**src/rtl/cache_bank_sched_if.sv**
```systemverilog
// ----------------------------------------------------------------------------
// cache_bank_sched_if
//   Bundles every handshake and payload signal of the cache bank input
//   scheduler: memory fill, MSHR replay, core request, MSHR allocation status,
//   flush start/done, the st0 output stage, and a small debug view of the
//   scheduler's internal state.
//
//   Modports:
//     master : environment side (fill/replay/core/flush sources, st0 sink)
//     slave  : scheduler side (cache_bank_sched)
//
//   Handshake rule for every valid/ready pair: a transfer happens on a rising
//   clk edge where valid and ready are both 1; valid never waits for ready,
//   and the payload of the valid side is stable while valid & ~ready.
// ----------------------------------------------------------------------------
interface cache_bank_sched_if #(
   parameter int LINE_ADDR_WIDTH = 26,
   parameter int LINE_WIDTH      = 128,
   parameter int WORD_WIDTH      = 64,
   parameter int MSHR_ADDR_WIDTH = 2,
   parameter int TAG_WIDTH       = 8,
   parameter int NUM_LINES       = 64,
   parameter int STARVE_LIMIT    = 4
);
   localparam int IDX_W    = (NUM_LINES > 1) ? $clog2(NUM_LINES) : 1;
   localparam int STARVE_W = $clog2(STARVE_LIMIT + 1);

   // memory fill
   logic                       fill_valid;
   logic                       fill_ready;
   logic [MSHR_ADDR_WIDTH-1:0] fill_id;
   logic [LINE_ADDR_WIDTH-1:0] fill_addr;
   logic [LINE_WIDTH-1:0]      fill_data;

   // MSHR replay
   logic                       replay_valid;
   logic                       replay_ready;
   logic [MSHR_ADDR_WIDTH-1:0] replay_id;
   logic [LINE_ADDR_WIDTH-1:0] replay_addr;
   logic                       replay_rw;
   logic [WORD_WIDTH-1:0]      replay_data;

   // core request
   logic                       core_valid;
   logic                       core_ready;
   logic [LINE_ADDR_WIDTH-1:0] core_addr;
   logic                       core_rw;
   logic [WORD_WIDTH-1:0]      core_data;
   logic [TAG_WIDTH-1:0]       core_tag;

   logic                       mshr_alloc_ready;

   // flush control
   logic                       flush_valid;
   logic                       flush_ready;
   logic                       flush_done;

   // st0 output stage
   logic                       out_valid;
   logic                       out_ready;
   logic [1:0]                 out_op;
   logic [LINE_ADDR_WIDTH-1:0] out_addr;
   logic                       out_rw;
   logic [LINE_WIDTH-1:0]      out_data;
   logic [MSHR_ADDR_WIDTH-1:0] out_id;
   logic [TAG_WIDTH-1:0]       out_tag;

   // debug view: FSM state (0=IDLE,1=FLUSH,2=DRAIN), sweep index, starve count
   logic [1:0]                 dbg_state;
   logic [IDX_W-1:0]           dbg_idx;
   logic [STARVE_W-1:0]        dbg_starve_cnt;

   modport master (
      output fill_valid, fill_id, fill_addr, fill_data,
      output replay_valid, replay_id, replay_addr, replay_rw, replay_data,
      output core_valid, core_addr, core_rw, core_data, core_tag,
      output mshr_alloc_ready, flush_valid, out_ready,
      input  fill_ready, replay_ready, core_ready, flush_ready, flush_done,
      input  out_valid, out_op, out_addr, out_rw, out_data, out_id, out_tag,
      input  dbg_state, dbg_idx, dbg_starve_cnt
   );

   modport slave (
      input  fill_valid, fill_id, fill_addr, fill_data,
      input  replay_valid, replay_id, replay_addr, replay_rw, replay_data,
      input  core_valid, core_addr, core_rw, core_data, core_tag,
      input  mshr_alloc_ready, flush_valid, out_ready,
      output fill_ready, replay_ready, core_ready, flush_ready, flush_done,
      output out_valid, out_op, out_addr, out_rw, out_data, out_id, out_tag,
      output dbg_state, dbg_idx, dbg_starve_cnt
   );
endinterface

```
**src/rtl/cache_bank_sched.sv**
```systemverilog
// ----------------------------------------------------------------------------
// cache_bank_sched
//   Input scheduler for one cache bank, feeding the bank's st0 stage. Every
//   cycle the single-entry output register can load, it grants at most one of:
//     fill (always first), core (when starved), replay, flush sweep line,
//     core (normal, only in IDLE with a free MSHR entry).
//   A starvation counter forces a core grant after STARVE_LIMIT consecutive
//   cycles in which an eligible core request lost arbitration.
//   A flush walks line indices 0..NUM_LINES-1 as op 3, then waits for the last
//   sweep op to be accepted by st0 and pulses flush_done.
//
//   Ports:
//     clk    : clock
//     reset  : synchronous, active-high
//     bus    : cache_bank_sched_if.slave (all handshakes, payloads, debug)
//
//   out_op encoding: 0=core, 1=replay, 2=fill, 3=flush.
// ----------------------------------------------------------------------------
module cache_bank_sched #(
   parameter int LINE_ADDR_WIDTH = 26,
   parameter int LINE_WIDTH      = 128,
   parameter int WORD_WIDTH      = 64,
   parameter int MSHR_ADDR_WIDTH = 2,
   parameter int TAG_WIDTH       = 8,
   parameter int NUM_LINES       = 64,
   parameter int STARVE_LIMIT    = 4
) (
   input logic               clk,
   input logic               reset,
   cache_bank_sched_if.slave bus
);
   localparam int IDX_W    = (NUM_LINES > 1) ? $clog2(NUM_LINES) : 1;
   localparam int STARVE_W = $clog2(STARVE_LIMIT + 1);

   localparam logic [IDX_W-1:0]    LAST_IDX   = IDX_W'(NUM_LINES - 1);
   localparam logic [STARVE_W-1:0] STARVE_MAX = STARVE_W'(STARVE_LIMIT);

   localparam logic [1:0] OP_CORE   = 2'd0;
   localparam logic [1:0] OP_REPLAY = 2'd1;
   localparam logic [1:0] OP_FILL   = 2'd2;
   localparam logic [1:0] OP_FLUSH  = 2'd3;

   typedef enum logic [1:0] {
      ST_IDLE  = 2'd0,
      ST_FLUSH = 2'd1,
      ST_DRAIN = 2'd2
   } state_t;

   state_t              state;
   state_t              state_nxt;
   logic [IDX_W-1:0]    idx;
   logic [STARVE_W-1:0] starve_cnt;

   logic load;
   logic in_idle;
   logic starve_force;
   logic fill_go;
   logic replay_go;
   logic core_go;
   logic sweep_go;
   logic grant_any;
   logic last_accept;

   // ------------------------------------------------------------------------
   // Arbitration. The output register can take a new op when it is empty or
   // its current op leaves this cycle.
   // ------------------------------------------------------------------------
   assign load         = ~bus.out_valid | bus.out_ready;
   assign in_idle      = (state == ST_IDLE);
   assign starve_force = (starve_cnt == STARVE_MAX) & in_idle & bus.mshr_alloc_ready;

   assign bus.fill_ready   = load;
   assign bus.replay_ready = load & ~bus.fill_valid & ~starve_force;
   assign bus.core_ready   = load & ~bus.fill_valid & (starve_force | ~bus.replay_valid)
                             & in_idle & bus.mshr_alloc_ready;

   // The four grants are mutually exclusive by construction of the readys;
   // a sweep line only goes out when nothing with higher priority is pending
   // (starve_force is always 0 outside IDLE).
   assign fill_go   = bus.fill_valid & bus.fill_ready;
   assign replay_go = bus.replay_valid & bus.replay_ready;
   assign core_go   = bus.core_valid & bus.core_ready;
   assign sweep_go  = load & (state == ST_FLUSH) & ~bus.fill_valid & ~bus.replay_valid;
   assign grant_any = fill_go | replay_go | core_go | sweep_go;

   // The last sweep op leaves st0's input register.
   assign last_accept = bus.out_valid & bus.out_ready & (bus.out_op == OP_FLUSH);

   // ------------------------------------------------------------------------
   // Flush FSM: state register / next state / outputs
   // ------------------------------------------------------------------------
   always_ff @(posedge clk) begin
      if (reset) begin
         state <= ST_IDLE;
      end else begin
         state <= state_nxt;
      end
   end

   always_comb begin
      state_nxt = state;
      case (state)
         ST_IDLE:  if (bus.flush_valid) state_nxt = ST_FLUSH;
         ST_FLUSH: if (sweep_go && (idx == LAST_IDX)) state_nxt = ST_DRAIN;
         ST_DRAIN: if (last_accept) state_nxt = ST_IDLE;
         default:  state_nxt = ST_IDLE;
      endcase
   end

   always_comb begin
      bus.flush_ready = (state == ST_IDLE);
      // Gated by reset so an aborted sweep never reports completion.
      bus.flush_done  = ~reset & (state == ST_DRAIN) & last_accept;
   end

   // Sweep index: restarts on flush start, advances per sweep grant and
   // parks on the last line (never wraps by overflow).
   always_ff @(posedge clk) begin
      if (reset) begin
         idx <= '0;
      end else if (in_idle && bus.flush_valid) begin
         idx <= '0;
      end else if (sweep_go && (idx != LAST_IDX)) begin
         idx <= idx + 1'b1;
      end
   end

   // Starvation counter: counts cycles where an eligible core request could
   // have been loaded but lost arbitration.
   always_ff @(posedge clk) begin
      if (reset) begin
         starve_cnt <= '0;
      end else if (core_go || !bus.core_valid) begin
         starve_cnt <= '0;
      end else if (bus.mshr_alloc_ready && in_idle && load && !bus.core_ready
                   && (starve_cnt != STARVE_MAX)) begin
         starve_cnt <= starve_cnt + 1'b1;
      end
   end

   // ------------------------------------------------------------------------
   // Output register. Payload only changes on a grant, so it is held while
   // out_valid & ~out_ready (load=0 then).
   // ------------------------------------------------------------------------
   always_ff @(posedge clk) begin
      if (reset) begin
         bus.out_valid <= 1'b0;
         bus.out_op    <= '0;
         bus.out_addr  <= '0;
         bus.out_rw    <= 1'b0;
         bus.out_data  <= '0;
         bus.out_id    <= '0;
         bus.out_tag   <= '0;
      end else if (load) begin
         bus.out_valid <= grant_any;
         if (fill_go) begin
            bus.out_op   <= OP_FILL;
            bus.out_addr <= bus.fill_addr;
            bus.out_rw   <= 1'b0;
            bus.out_data <= bus.fill_data;
            bus.out_id   <= bus.fill_id;
            bus.out_tag  <= '0;
         end else if (replay_go) begin
            bus.out_op   <= OP_REPLAY;
            bus.out_addr <= bus.replay_addr;
            bus.out_rw   <= bus.replay_rw;
            bus.out_data <= LINE_WIDTH'(bus.replay_data);
            bus.out_id   <= bus.replay_id;
            bus.out_tag  <= '0;
         end else if (core_go) begin
            bus.out_op   <= OP_CORE;
            bus.out_addr <= bus.core_addr;
            bus.out_rw   <= bus.core_rw;
            bus.out_data <= LINE_WIDTH'(bus.core_data);
            bus.out_id   <= '0;
            bus.out_tag  <= bus.core_tag;
         end else if (sweep_go) begin
            bus.out_op   <= OP_FLUSH;
            bus.out_addr <= LINE_ADDR_WIDTH'(idx);
            bus.out_rw   <= 1'b0;
            bus.out_data <= '0;
            bus.out_id   <= '0;
            bus.out_tag  <= '0;
         end
      end
   end

   // Debug view
   assign bus.dbg_state      = state;
   assign bus.dbg_idx        = idx;
   assign bus.dbg_starve_cnt = starve_cnt;

endmodule

```
**src/flat_wrapper.sv**
```systemverilog
// flat-port wrapper written by rule: the top's interface ports become plain ports
module cache_bank_sched_flat 
#(
   parameter int LINE_ADDR_WIDTH = 26,
   parameter int LINE_WIDTH      = 128,
   parameter int WORD_WIDTH      = 64,
   parameter int MSHR_ADDR_WIDTH = 2,
   parameter int TAG_WIDTH       = 8,
   parameter int NUM_LINES       = 64,
   parameter int STARVE_LIMIT    = 4
)
  (clk, reset, bus_fill_valid, bus_fill_id, bus_fill_addr, bus_fill_data, bus_replay_valid, bus_replay_id, bus_replay_addr, bus_replay_rw, bus_replay_data, bus_core_valid, bus_core_addr, bus_core_rw, bus_core_data, bus_core_tag, bus_mshr_alloc_ready, bus_flush_valid, bus_out_ready, bus_fill_ready, bus_replay_ready, bus_core_ready, bus_flush_ready, bus_flush_done, bus_out_valid, bus_out_op, bus_out_addr, bus_out_rw, bus_out_data, bus_out_id, bus_out_tag, bus_dbg_state, bus_dbg_idx, bus_dbg_starve_cnt);
  cache_bank_sched_if #(.LINE_ADDR_WIDTH(LINE_ADDR_WIDTH), .LINE_WIDTH(LINE_WIDTH), .WORD_WIDTH(WORD_WIDTH), .MSHR_ADDR_WIDTH(MSHR_ADDR_WIDTH), .TAG_WIDTH(TAG_WIDTH), .NUM_LINES(NUM_LINES), .STARVE_LIMIT(STARVE_LIMIT)) bus_i ();
  input logic clk;
  input logic reset;
  input wire logic [$bits(bus_i.fill_valid)-1:0] bus_fill_valid;
  input wire logic [$bits(bus_i.fill_id)-1:0] bus_fill_id;
  input wire logic [$bits(bus_i.fill_addr)-1:0] bus_fill_addr;
  input wire logic [$bits(bus_i.fill_data)-1:0] bus_fill_data;
  input wire logic [$bits(bus_i.replay_valid)-1:0] bus_replay_valid;
  input wire logic [$bits(bus_i.replay_id)-1:0] bus_replay_id;
  input wire logic [$bits(bus_i.replay_addr)-1:0] bus_replay_addr;
  input wire logic [$bits(bus_i.replay_rw)-1:0] bus_replay_rw;
  input wire logic [$bits(bus_i.replay_data)-1:0] bus_replay_data;
  input wire logic [$bits(bus_i.core_valid)-1:0] bus_core_valid;
  input wire logic [$bits(bus_i.core_addr)-1:0] bus_core_addr;
  input wire logic [$bits(bus_i.core_rw)-1:0] bus_core_rw;
  input wire logic [$bits(bus_i.core_data)-1:0] bus_core_data;
  input wire logic [$bits(bus_i.core_tag)-1:0] bus_core_tag;
  input wire logic [$bits(bus_i.mshr_alloc_ready)-1:0] bus_mshr_alloc_ready;
  input wire logic [$bits(bus_i.flush_valid)-1:0] bus_flush_valid;
  input wire logic [$bits(bus_i.out_ready)-1:0] bus_out_ready;
  output wire logic [$bits(bus_i.fill_ready)-1:0] bus_fill_ready;
  output wire logic [$bits(bus_i.replay_ready)-1:0] bus_replay_ready;
  output wire logic [$bits(bus_i.core_ready)-1:0] bus_core_ready;
  output wire logic [$bits(bus_i.flush_ready)-1:0] bus_flush_ready;
  output wire logic [$bits(bus_i.flush_done)-1:0] bus_flush_done;
  output wire logic [$bits(bus_i.out_valid)-1:0] bus_out_valid;
  output wire logic [$bits(bus_i.out_op)-1:0] bus_out_op;
  output wire logic [$bits(bus_i.out_addr)-1:0] bus_out_addr;
  output wire logic [$bits(bus_i.out_rw)-1:0] bus_out_rw;
  output wire logic [$bits(bus_i.out_data)-1:0] bus_out_data;
  output wire logic [$bits(bus_i.out_id)-1:0] bus_out_id;
  output wire logic [$bits(bus_i.out_tag)-1:0] bus_out_tag;
  output wire logic [$bits(bus_i.dbg_state)-1:0] bus_dbg_state;
  output wire logic [$bits(bus_i.dbg_idx)-1:0] bus_dbg_idx;
  output wire logic [$bits(bus_i.dbg_starve_cnt)-1:0] bus_dbg_starve_cnt;
  assign bus_i.fill_valid = bus_fill_valid;
  assign bus_i.fill_id = bus_fill_id;
  assign bus_i.fill_addr = bus_fill_addr;
  assign bus_i.fill_data = bus_fill_data;
  assign bus_i.replay_valid = bus_replay_valid;
  assign bus_i.replay_id = bus_replay_id;
  assign bus_i.replay_addr = bus_replay_addr;
  assign bus_i.replay_rw = bus_replay_rw;
  assign bus_i.replay_data = bus_replay_data;
  assign bus_i.core_valid = bus_core_valid;
  assign bus_i.core_addr = bus_core_addr;
  assign bus_i.core_rw = bus_core_rw;
  assign bus_i.core_data = bus_core_data;
  assign bus_i.core_tag = bus_core_tag;
  assign bus_i.mshr_alloc_ready = bus_mshr_alloc_ready;
  assign bus_i.flush_valid = bus_flush_valid;
  assign bus_i.out_ready = bus_out_ready;
  assign bus_fill_ready = bus_i.fill_ready;
  assign bus_replay_ready = bus_i.replay_ready;
  assign bus_core_ready = bus_i.core_ready;
  assign bus_flush_ready = bus_i.flush_ready;
  assign bus_flush_done = bus_i.flush_done;
  assign bus_out_valid = bus_i.out_valid;
  assign bus_out_op = bus_i.out_op;
  assign bus_out_addr = bus_i.out_addr;
  assign bus_out_rw = bus_i.out_rw;
  assign bus_out_data = bus_i.out_data;
  assign bus_out_id = bus_i.out_id;
  assign bus_out_tag = bus_i.out_tag;
  assign bus_dbg_state = bus_i.dbg_state;
  assign bus_dbg_idx = bus_i.dbg_idx;
  assign bus_dbg_starve_cnt = bus_i.dbg_starve_cnt;
  cache_bank_sched #(.LINE_ADDR_WIDTH(LINE_ADDR_WIDTH), .LINE_WIDTH(LINE_WIDTH), .WORD_WIDTH(WORD_WIDTH), .MSHR_ADDR_WIDTH(MSHR_ADDR_WIDTH), .TAG_WIDTH(TAG_WIDTH), .NUM_LINES(NUM_LINES), .STARVE_LIMIT(STARVE_LIMIT)) u_core (.clk(clk), .reset(reset), .bus(bus_i));
endmodule
```
**config.mk**
```make
export PLATFORM = sky130hd
export DESIGN_NAME = cache_bank_sched_flat
export DESIGN_NICKNAME = d
export VERILOG_FILES = /design/src/rtl/cache_bank_sched_if.sv /design/src/rtl/cache_bank_sched.sv /design/src/flat_wrapper.sv
export SDC_FILE = /design/constraint.sdc
export NUM_CORES = 1
export LEC_CHECK = 0
export BUFFER_PORTS_ARGS = -buffer_cell sky130_fd_sc_hd__buf_2
export CAP_MARGIN = 20
export CORE_AREA = 4 4 210 212
export CTS_BUF_LIST = sky130_fd_sc_hd__clkbuf_8
export DETAILED_ROUTE_END_ITERATION = 6
export DIE_AREA = 0 0 214 216
export GPL_TIMING_DRIVEN = 0
export MAX_ROUTING_LAYER = met4
export PLACE_DENSITY = 0.53
export SETUP_SLACK_MARGIN = 0.1
export SYNTH_ARGS = -nofsm -noshare
export SYNTH_HDL_FRONTEND = slang
export SYNTH_SLANG_ARGS = --single-unit
```
**constraint.sdc**
```tcl
create_clock -name clk -period 6.3 [get_ports clk]
set_clock_uncertainty 0.2 [all_clocks]
set_input_delay 0.63 -clock clk [delete_from_list [all_inputs] [get_ports clk]]
set_output_delay 0.63 -clock clk [all_outputs]
set_load 0.05 [all_outputs]
```
==> results.toml, run 1 <==
[run_status]
status = "complete, but fails checks"
violations = "DRC"

[timing]
fmax_mhz = 238.3
hold_ws_ns = 0.09470
finalCriticalPeriod_ns = 4.197
finalHoldViolCount = 0
rsz0062_at_grt = "no"
post-route-period-util_pct = 66.61
finalSetupViolCount = 0
slew_headroom_pct = 35.10
fin_tns_setup_ns = 0
slew_violations = 0
tightest_slew_ns = 0.9735

[clocking]
root_buffer = "clkbuf_8"
clock-sinks = 179
htreeDepth = 4
cts_buffers = 17
postCtsSetupRepairBufs = 0
clockBufferDepth = 2
clk_latency_ns = 0.55
path_clk_slew_ns = 0.11
cts_tree = "built"

[synthesis]
synth_edf_count = 0
yosys_warnings = 0
synth-seq-area-share_pct = 42.77
syn_nets = 1336
synthTopCellsByCount = "dfxtp_1 (179), o21ai_0 (160), clkbuf_1 (103)"
synth_area_um2 = 8379
yosysUniqueCellTypes = 44
yosysTopAreaCellShare_pct = 42.77
ys_seq_elements = 179
synthMostInstantiatedCell = "dfxtp_1"
avgSynthCellArea_um2 = 8.577
synth_area_leaders = "dfxtp_1 (43%), o21ai_0 (9.6%), a221oi_1 (8.8%)"
ys.flop_type = "dfxtp_1"
async_reset_ff_share_pct = 0
yosysTopAreaCell = "dfxtp_1"
syn-instance-count = 977

[routing]
detail-route-antenna-nets = 0
num_vias = 10730
vias_per_cell = 5.086
first_pass_iters = 7
drc = 13
wl_um = 47780
drtIter0Drc = 873
drt-wirelength-per-cell_um = 22.64

[placement]
place.gp.congestion = 0.9014
dpl.hpwl_um = 37680
port_buffers = 537
dp.cells = 2054

[setup_path]
worstPathRequired_ns = 5.47
worstSetupStartpointType = "register"
crit_slowest_cell = "clkbuf_1"
setup.worst_path.class = "register to output port"
arrival_ns = 3.37
cp_max_fo = 10
max_stage_delay_ns = 0.62
crit_path_end_kind = "output port"
path_cells = "nor2b_1, buf_2, clkbuf_1, clkbuf_1, nor3_1, buf_2"

[floorplanning]
io_pins = 540
die-area_um2 = 46220
initial_core_util_pct = 19.98
die_w_um = 214
die_h_um = 216
core_um2 = 41950
rows = 75

[global_routing]
antenna_found_initial = 9
grt_usage_pct = 20.42
overflow = 0
grt_start_max_net_pins = 18
grt_pass1_wl_um = 69500
grt_pass1_vias = 10650

[finish]
layout-drive-gt1-share_pct = 38.48
nets = 1908
syn2layout_area_growth_pct = 46.89
fin_cells = 2110

[power]
p_per_area_nw_per_um2 = 237.6
peakVddDrop_v = 0.0001479
leakage_nw = 5.202

[run]
cap_violations = 0

[min_path]
hold_path.class = "input port to register"
## through the flow
step                cell area (µm²)  worst slack [ns]  util [%]  total power [mW]
floorplan                      8379             3.080         -             1.769
global placement              11740             2.428     27.99             2.102
detailed placement            11750             2.404     28.02             2.108
CTS                           12290             1.961     29.29             2.983
global route                  12310             1.909     29.34             3.064
finish                        12310             2.103     29.34             2.924
## report_power, final
| part | internal (mW) | switching [mW] | total, mW |
|---|---|---|---|
| Clock | 0.323 | 0.513 | 0.836 |
| Sequential | 1.20 | 0.0440 | 1.25 |
| Combinational | 0.241 | 0.598 | 0.839 |
## flip-flops by register name, indices dropped and copies added (netlist names), 2 cells and up
register,count
u_core.bus.dbg_idx,6
u_core.bus.out_addr,26
u_core.bus.out_id,2
u_core.bus.dbg_starve_cnt,3
u_core.bus.dbg_state,2
u_core.bus.out_data,128
u_core.bus.out_op,2
u_core.bus.out_tag,8
## layer usage
layer	vias up	wire length, µm	part of all wire, %	track usage [%]
met3	51	2996	6.3	5.232
li1	5038	-	-	-
met1	5175	20580	43	25.10
met4	0	971	2.0	6.743
met5	-	0	0	-
met2	468	23230	49	32.90
## worst max-delay path: cells and delay by family (launching register included)
kind,cells,cell delay [ns]
buffers and inverters,4,1.81
flip-flops,1,0.46
AND/OR/NAND/NOR,2,0.54
## worst paths after layout
check                                           from  depth (start not counted)                              endpoint  slack [ns]
setup / recovery   u_core.bus.out_valid$_SDFFE_PP0N_                          6                      bus_replay_ready        2.10
hold reg to reg   u_core.bus.out_tag[5]$_SDFFE_PP0P_                          2    u_core.bus.out_tag[5]$_SDFFE_PP0P_        0.28
setup reg to reg   u_core.bus.out_valid$_SDFFE_PP0N_                          7  u_core.bus.out_data[31]$_SDFFE_PP0P_        3.02
hold / removal                     bus_fill_data[74]                          3  u_core.bus.out_data[74]$_SDFFE_PP0P_        0.09
## what timing repair did
| item | CTS | global route |
|---|---|---|
| hold endpoints to repair | 15 | 0 |
| gates resized for setup | 0 | 0 |
| hold buffers | 15 | 0 |
| setup endpoints to repair | 0 | 0 |
## cell families (layout without fill, tap and decap cells)
kind of cell	Yosys count	after routing	synth area share, %
other	0	9	0
adder cells (fa/ha/maj)	3	3	0.4480
AO/OA/AOI/OAI	537	537	43.71
buffers and inverters	139	724	6.660
XOR/XNOR	1	1	0.1045
flip-flops	179	179	42.77
AND/OR/NAND/NOR	117	117	6.197
multiplexers	1	1	0.1195
## layout by cell type, fill, tap and decap left out, drive strengths merged, types with 14 or more instances in the layout
master       count
o21ai          170
dlygate4sd3     15
buf            568
inv             14
clkbuf         120
nand2           82
a221oi          84
a21oi           86
o211ai          85
dfxtp          179
o2111ai         84
## cell type report
type / instances / area, µm²
repair buffers: 553 / 2849
multi-input cells: 659 / 4238
inverters: 6 / 22.52
clock inverters: 15 / 148.9
well taps: 539 / 674.4
plain buffers: 133 / 535.5
flip-flops and latches: 179 / 3583
clock buffers: 17 / 234.0
diodes: 9 / 22.52
fillers: 4585 / 29640
(Power assumes the default switching activity.)
==> inputs of run 2 (changes only) <==
--- a/config.mk
+++ b/config.mk
@@ -7,10 +7,10 @@
 export LEC_CHECK = 0
 export BUFFER_PORTS_ARGS = -buffer_cell sky130_fd_sc_hd__buf_2
 export CAP_MARGIN = 20
-export CORE_AREA = 4 4 210 212
+export CORE_AREA = 4 4 208 210
 export CTS_BUF_LIST = sky130_fd_sc_hd__clkbuf_8
 export DETAILED_ROUTE_END_ITERATION = 6
-export DIE_AREA = 0 0 214 216
+export DIE_AREA = 0 0 212 214
 export GPL_TIMING_DRIVEN = 0
 export MAX_ROUTING_LAYER = met4
 export PLACE_DENSITY = 0.53
==> constraint.sdc (replaced) <==
create_clock -name clk -period 4.2 [get_ports clk]
set_clock_uncertainty 0.2 [all_clocks]
set_input_delay 0.42 -clock clk [delete_from_list [all_inputs] [get_ports clk]]
set_output_delay 0.42 -clock clk [all_outputs]
set_load 0.05 [all_outputs]
==> results.toml, run 2 (synthesized netlist as in run 1, its figures left out) <==
[placement]
port_buffers = 537
dpl.hpwl_um = 38020
place.gp.congestion = 0.9349
post-place-ws_ns = 0.7341

[routing]
wl_um = 49640
num_vias = 11480
first_pass_iters = 5
detail-route-antenna-nets = 0
drt-wirelength-per-cell_um = 22.16
drtIter0Drc = 804
vias_per_cell = 5.125
drc = 0

[clocking]
cts_buffers = 17
clockBufferDepth = 2
path_clk_slew_ns = 0.12
cts_tree = "built"
clk_latency_ns = 0.50
htreeDepth = 4
clock-sinks = 179
root_buffer = "clkbuf_8"

[timing]
setup_ws_ns = 0.3921
finalSetupViolCount = 0
finalCriticalPeriod_ns = 3.808
tightest_slew_ns = 0.9144
slew_headroom_pct = 39.04
slew_violations = 0
hold_ws_ns = 0.04832
fin_tns_setup_ns = 0
fmax_mhz = 262.6
rsz0062_at_grt = "no"
post-route-period-util_pct = 90.66
finalHoldViolCount = 0

[finish]
nets = 2044
syn2layout_area_growth_pct = 63.60
final_cell_mix = "buf_2 (563), dfxtp_1 (179), o21ai_0 (160)"
fin_util_pct = 32.98
largest_reg_flops = 128
reg_top3 = "u_core.bus.out_data (128), u_core.bus.out_addr (26), u_core.bus.out_tag (8)"
layout-drive-gt1-share_pct = 35.57
largest-register = "u_core.bus.out_data"
final_common_cell = "buf_2"

[power]
leakage_nw = 5.818
p_per_area_nw_per_um2 = 336.1
peakVddDrop_v = 0.0001712
power_mw = 4.608

[global_routing]
grt_start_max_net_pins = 19
overflow = 0
antenna_found_initial = 3
grt_pass1_wl_um = 72810
grt_usage_pct = 21.43
grt_pass1_vias = 11640

[setup_path]
ff2ff_path_depth = 10
cpMostUsedCell = "dlygate4sd3_1"
worstPathRequired_ns = 4.45
crit_path_end_kind = "register"
rrSetupSlack_ns = 0.39
timing.rr.start = "u_core.bus.dbg_starve_cnt[0]$_SDFFE_PP0P_"
path_cells = "inv_1, ha_1, nand2_1, a2111oi_4, buf_8, clkbuf_1, a221oi_1, dlygate4sd3_1, o21ai_0, dlygate4sd3_1"
setup.worst_path.class = "register to register"
crit_slowest_cell = "a2111oi_4"
rr_endpoint = "u_core.bus.out_addr[15]$_SDFFE_PP0P_"
cp_max_fo = 10
arrival_ns = 4.06
max_stage_delay_ns = 0.77
worstSetupStartpointType = "register"

[floorplanning]
die_w_um = 212
initial_core_util_pct = 20.16
core_um2 = 41570
rows = 75
die-area_um2 = 45370
die_h_um = 214
io_pins = 540

[min_path]
worstHoldEndpoint = "u_core.bus.out_data[45]$_SDFFE_PP0P_"
hold_depth = 3
worstHoldStart = "bus_replay_data[45]"
hold_path.class = "input port to register"

[run]
cap_violations = 0

[run_status]
status = "finished, final reports clean"
[run 2: cell types whose count changed in the layout (fill, tap and decap cells not counted)]
cell / previous run / this run
buf_6: 1 / 0
buf_8: 0 / 1
bufinv_16: 1 / 2
clkbuf_1: 103 / 101
clkbuf_2: 0 / 2
clkinv_4: 1 / 3
clkinv_8: 0 / 3
clkinvlp_4: 4 / 1
diode_2: 9 / 3
dlygate4sd3_1: 15 / 151
inv_1: 5 / 4
inv_8: 4 / 2
[run 2: final cells by class]
class	instances	area, µm²
tap	539	674.4
antenna	3	7.507
timing repair buffer	689	4214
inverter	6	22.52
multi-input combinational	659	4238
buffer	133	538.0
fill	4512	27860
clock buffer	17	234.0
clock inverter	15	196.4
sequential	179	3583
[run 2: through the flow]
step	cells	instance area [µm²]
after floorplan	977	8379
after global placement	2053	11740
after detailed placement	2054	11760
after CTS	2237	13700
after global routing	2240	13710
final	2240	13710
[run 2: worst max-delay path by stage]
stage	start	end	slack [ns]
finish	u_core.bus.dbg_starve_cnt[0]$_SDFFE_PP0P_	u_core.bus.out_addr[15]$_SDFFE_PP0P_	0.39
global placement	bus_out_ready	bus_replay_ready	0.72
floorplan	u_core.bus.out_valid$_SDFFE_PP0N_	bus_replay_ready	1.19
detailed placement	bus_out_ready	bus_replay_ready	0.73
CTS	u_core.bus.out_valid$_SDFFE_PP0N_	u_core.bus.out_addr[24]$_SDFFE_PP0P_	0.21
global route	u_core.bus.out_valid$_SDFFE_PP0N_	bus_replay_ready	0.12
[run 2: where the power goes]
group	switching (mW)	internal (mW)	leakage, nW
combinational	0.933	0.457	4.14
clock	0.789	0.559	0.213
sequential	0.0634	1.81	1.47
total	1.79	2.82	5.82
[run 2: worst max-delay path: cells and delay by family (launching register included)]
| family | cells | cell delay, ns |
|---|---|---|
| buffers and inverters | 5 | 1.85 |
| AO/OA/AOI/OAI | 3 | 1.06 |
| AND/OR/NAND/NOR | 1 | 0.13 |
| adder cells (fa/ha/maj) | 1 | 0.20 |
| flip-flops | 1 | 0.34 |
[run 2: layer usage]
layer	share of wire, %	vias to the layer above	global-route usage [%]
li1	-	5306	-
met1	42	5615	26.27
met2	49	502	35.77
met3	6.5	58	4.291
met4	2.6	0	6.030
met5	0	-	-
[run 2: timing repair]
action,CTS,global route
setup buffers,0,0
hold endpoints to repair,116,0
resized for setup,0,6
setup endpoints to repair,0,3
hold buffers,151,0
==> inputs of run 3 (changes only) <==
--- a/config.mk
+++ b/config.mk
@@ -11,10 +11,10 @@
 export CTS_BUF_LIST = sky130_fd_sc_hd__clkbuf_8
 export DETAILED_ROUTE_END_ITERATION = 6
 export DIE_AREA = 0 0 212 214
-export GPL_TIMING_DRIVEN = 0
 export MAX_ROUTING_LAYER = met4
 export PLACE_DENSITY = 0.53
 export SETUP_SLACK_MARGIN = 0.1
+export SKIP_CTS_REPAIR_TIMING = 1
 export SYNTH_ARGS = -nofsm -noshare
 export SYNTH_HDL_FRONTEND = slang
 export SYNTH_SLANG_ARGS = --single-unit
==> results.toml, run 3 (synthesized netlist as in run 1, its figures left out) <==
[setup_path]
path_cells = "inv_1, ha_1, nand4b_1, o2111a_4, a221oi_1, dlygate4sd3_1, o21ai_1, dlygate4sd3_1"
crit_slowest_cell = "o2111a_4"
rrSetupSlack_ns = 0.44
crit_buf_inv = 3
setup.worst_path.class = "register to register"
worstSetupStartpointType = "register"
arrival_ns = 4.02
worstPathRequired_ns = 4.47
cp_top_family = "compound AO/OA/AOI/OAI gates"
crit_path_end_kind = "register"
cp_max_fo = 93
max_stage_delay_ns = 0.93
crit_cells = 8
cpMostUsedCell = "dlygate4sd3_1"
ff2ff_path_depth = 8

[routing]
num_vias = 10670
drtIter0Drc = 1051
drt-wirelength-per-cell_um = 19.73
wl_um = 41460
detail-route-antenna-nets = 0
drc = 6
first_pass_iters = 7
vias_per_cell = 5.076

[power]
peakVddDrop_v = 0.0001860
leakage_nw = 5.565
comb_power_share_pct = 28.7
p_switching_mw = 1.680
p_per_area_nw_per_um2 = 344.1
pwr-share-seq_pct = 41.4
clkPwrFrac_pct = 29.9
intPower_mw = 2.837
p_sw_share_pct = 37.19

[timing]
finalSetupViolCount = 0
fmax_mhz = 266.3
finalCriticalPeriod_ns = 3.756
slew_headroom_pct = 30.97
slew_violations = 0
finalHoldViolCount = 0
rsz0062_at_grt = "no"
fin_tns_setup_ns = 0
post-route-period-util_pct = 89.42
tightest_slew_ns = 1.035

[floorplanning]
rows = 75
die_h_um = 214
initial_core_util_pct = 20.16
core_um2 = 41570
die_w_um = 212
io_pins = 540
die-area_um2 = 45370

[clocking]
clock-sinks = 179
root_buffer = "clkbuf_8"
clockBufferDepth = 2
cts_buffers = 17
clk_latency_ns = 0.51
cts_tree = "built"
htreeDepth = 4
path_clk_slew_ns = 0.12

[finish]
final_cell_mix = "buf_2 (539), dfxtp_1 (179), o21ai_0 (160)"
final_common_cell = "buf_2"
final_area_um2 = 13130
largest-register = "u_core.bus.out_data"
reg_top3 = "u_core.bus.out_data (128), u_core.bus.out_addr (26), u_core.bus.out_tag (8)"
syn2layout_area_growth_pct = 56.67
largest_reg_flops = 128
fill_cells = 4408
nets = 1906
layout-drive-gt1-share_pct = 38.40

[placement]
dpl.hpwl_um = 29170
place.gp.congestion = 0.8920
place_area_um2 = 11430
port_buffers = 539

[run]
cap_violations = 0

[min_path]
hold_depth = 3
hold_path.class = "input port to register"

[run_status]
status = "complete, but fails checks"
violations = "DRC"

[global_routing]
grtUsageMet2_pct = 26.98
grt_pass1_vias = 9592
overflow = 0
antenna_found_initial = 2
grt_usage_pct = 16.94
grt_start_max_net_pins = 132
use_met1_pct = 21.45
grt_busiest_layer = "met2"
grt_pass1_wl_um = 58390
grt.met3_usage_pct = 3.676
-- run 3: final timing paths --
| path | to | from |
|---|---|---|
| worst max-delay path | u_core.bus.out_data[47]$_SDFFE_PP0P_ | u_core.bus.dbg_starve_cnt[0]$_SDFFE_PP0P_ |
| worst min-delay path | u_core.bus.out_data[46]$_SDFFE_PP0P_ | bus_fill_data[46] |
| worst max register to register | u_core.bus.out_data[47]$_SDFFE_PP0P_ | u_core.bus.dbg_starve_cnt[0]$_SDFFE_PP0P_ |
| worst min register to register | u_core.bus.out_id[1]$_SDFFE_PP0P_ | u_core.bus.out_id[1]$_SDFFE_PP0P_ |
-- run 3: stage by stage --
stage | hold slack, ns | std cells | utilization (%) | setup WS, ns | power (mW)
after floorplan | 0.3560 | 977 | - | 1.190 | 2.653
after global placement | 0.2550 | 1941 | 27.49 | 1.312 | 3.093
after detailed placement | 0.2634 | 1941 | 27.49 | 1.300 | 3.099
after CTS | -0.1399 | 1973 | 28.53 | 0.8404 | 4.470
after global routing | 0.001370 | 2101 | 31.58 | 0.2316 | 4.733
final | 0.01223 | 2101 | 31.58 | 0.4442 | 4.517
-- run 3: power by group through the flow --
stage	Combinational (mW)	Sequential, mW	Clock, mW
after floorplan	0.379	2.27	0
after global placement	1.19	1.90	0
after detailed placement	1.19	1.91	0
after CTS	1.20	1.87	1.41
after global routing	1.38	1.88	1.47
final	1.30	1.87	1.35
-- run 3: tightest hold or removal path: stages --
cell	delay, ns
buf_2	0.08
o2111ai_1	0.09
o21ai_1	0.11
-- run 3: layout make-up --
| cell class | count | area (µm²) | share of cell area [%] |
|---|---|---|---|
| Multi-Input combinational cell | 659 | 4263 | 32.47 |
| Clock buffer | 17 | 234.0 | 1.782 |
| Tap cell | 539 | 674.4 | 5.137 |
| Inverter | 6 | 27.53 | 0.2097 |
| Antenna cell | 2 | 5.005 | 0.03812 |
| Timing Repair Buffer | 684 | 4139 | 31.53 |
| Sequential cell | 179 | 3583 | 27.30 |
| Clock inverter | 15 | 201.4 | 1.534 |
-- run 3: metal layers --
| metal | wire (µm) | up-vias |
|---|---|---|
| li1 | - | 5022 |
| met1 | 17400 | 5068 |
| met2 | 20120 | 512 |
| met3 | 3011 | 63 |
| met4 | 926 | 0 |
| met5 | 0 | - |
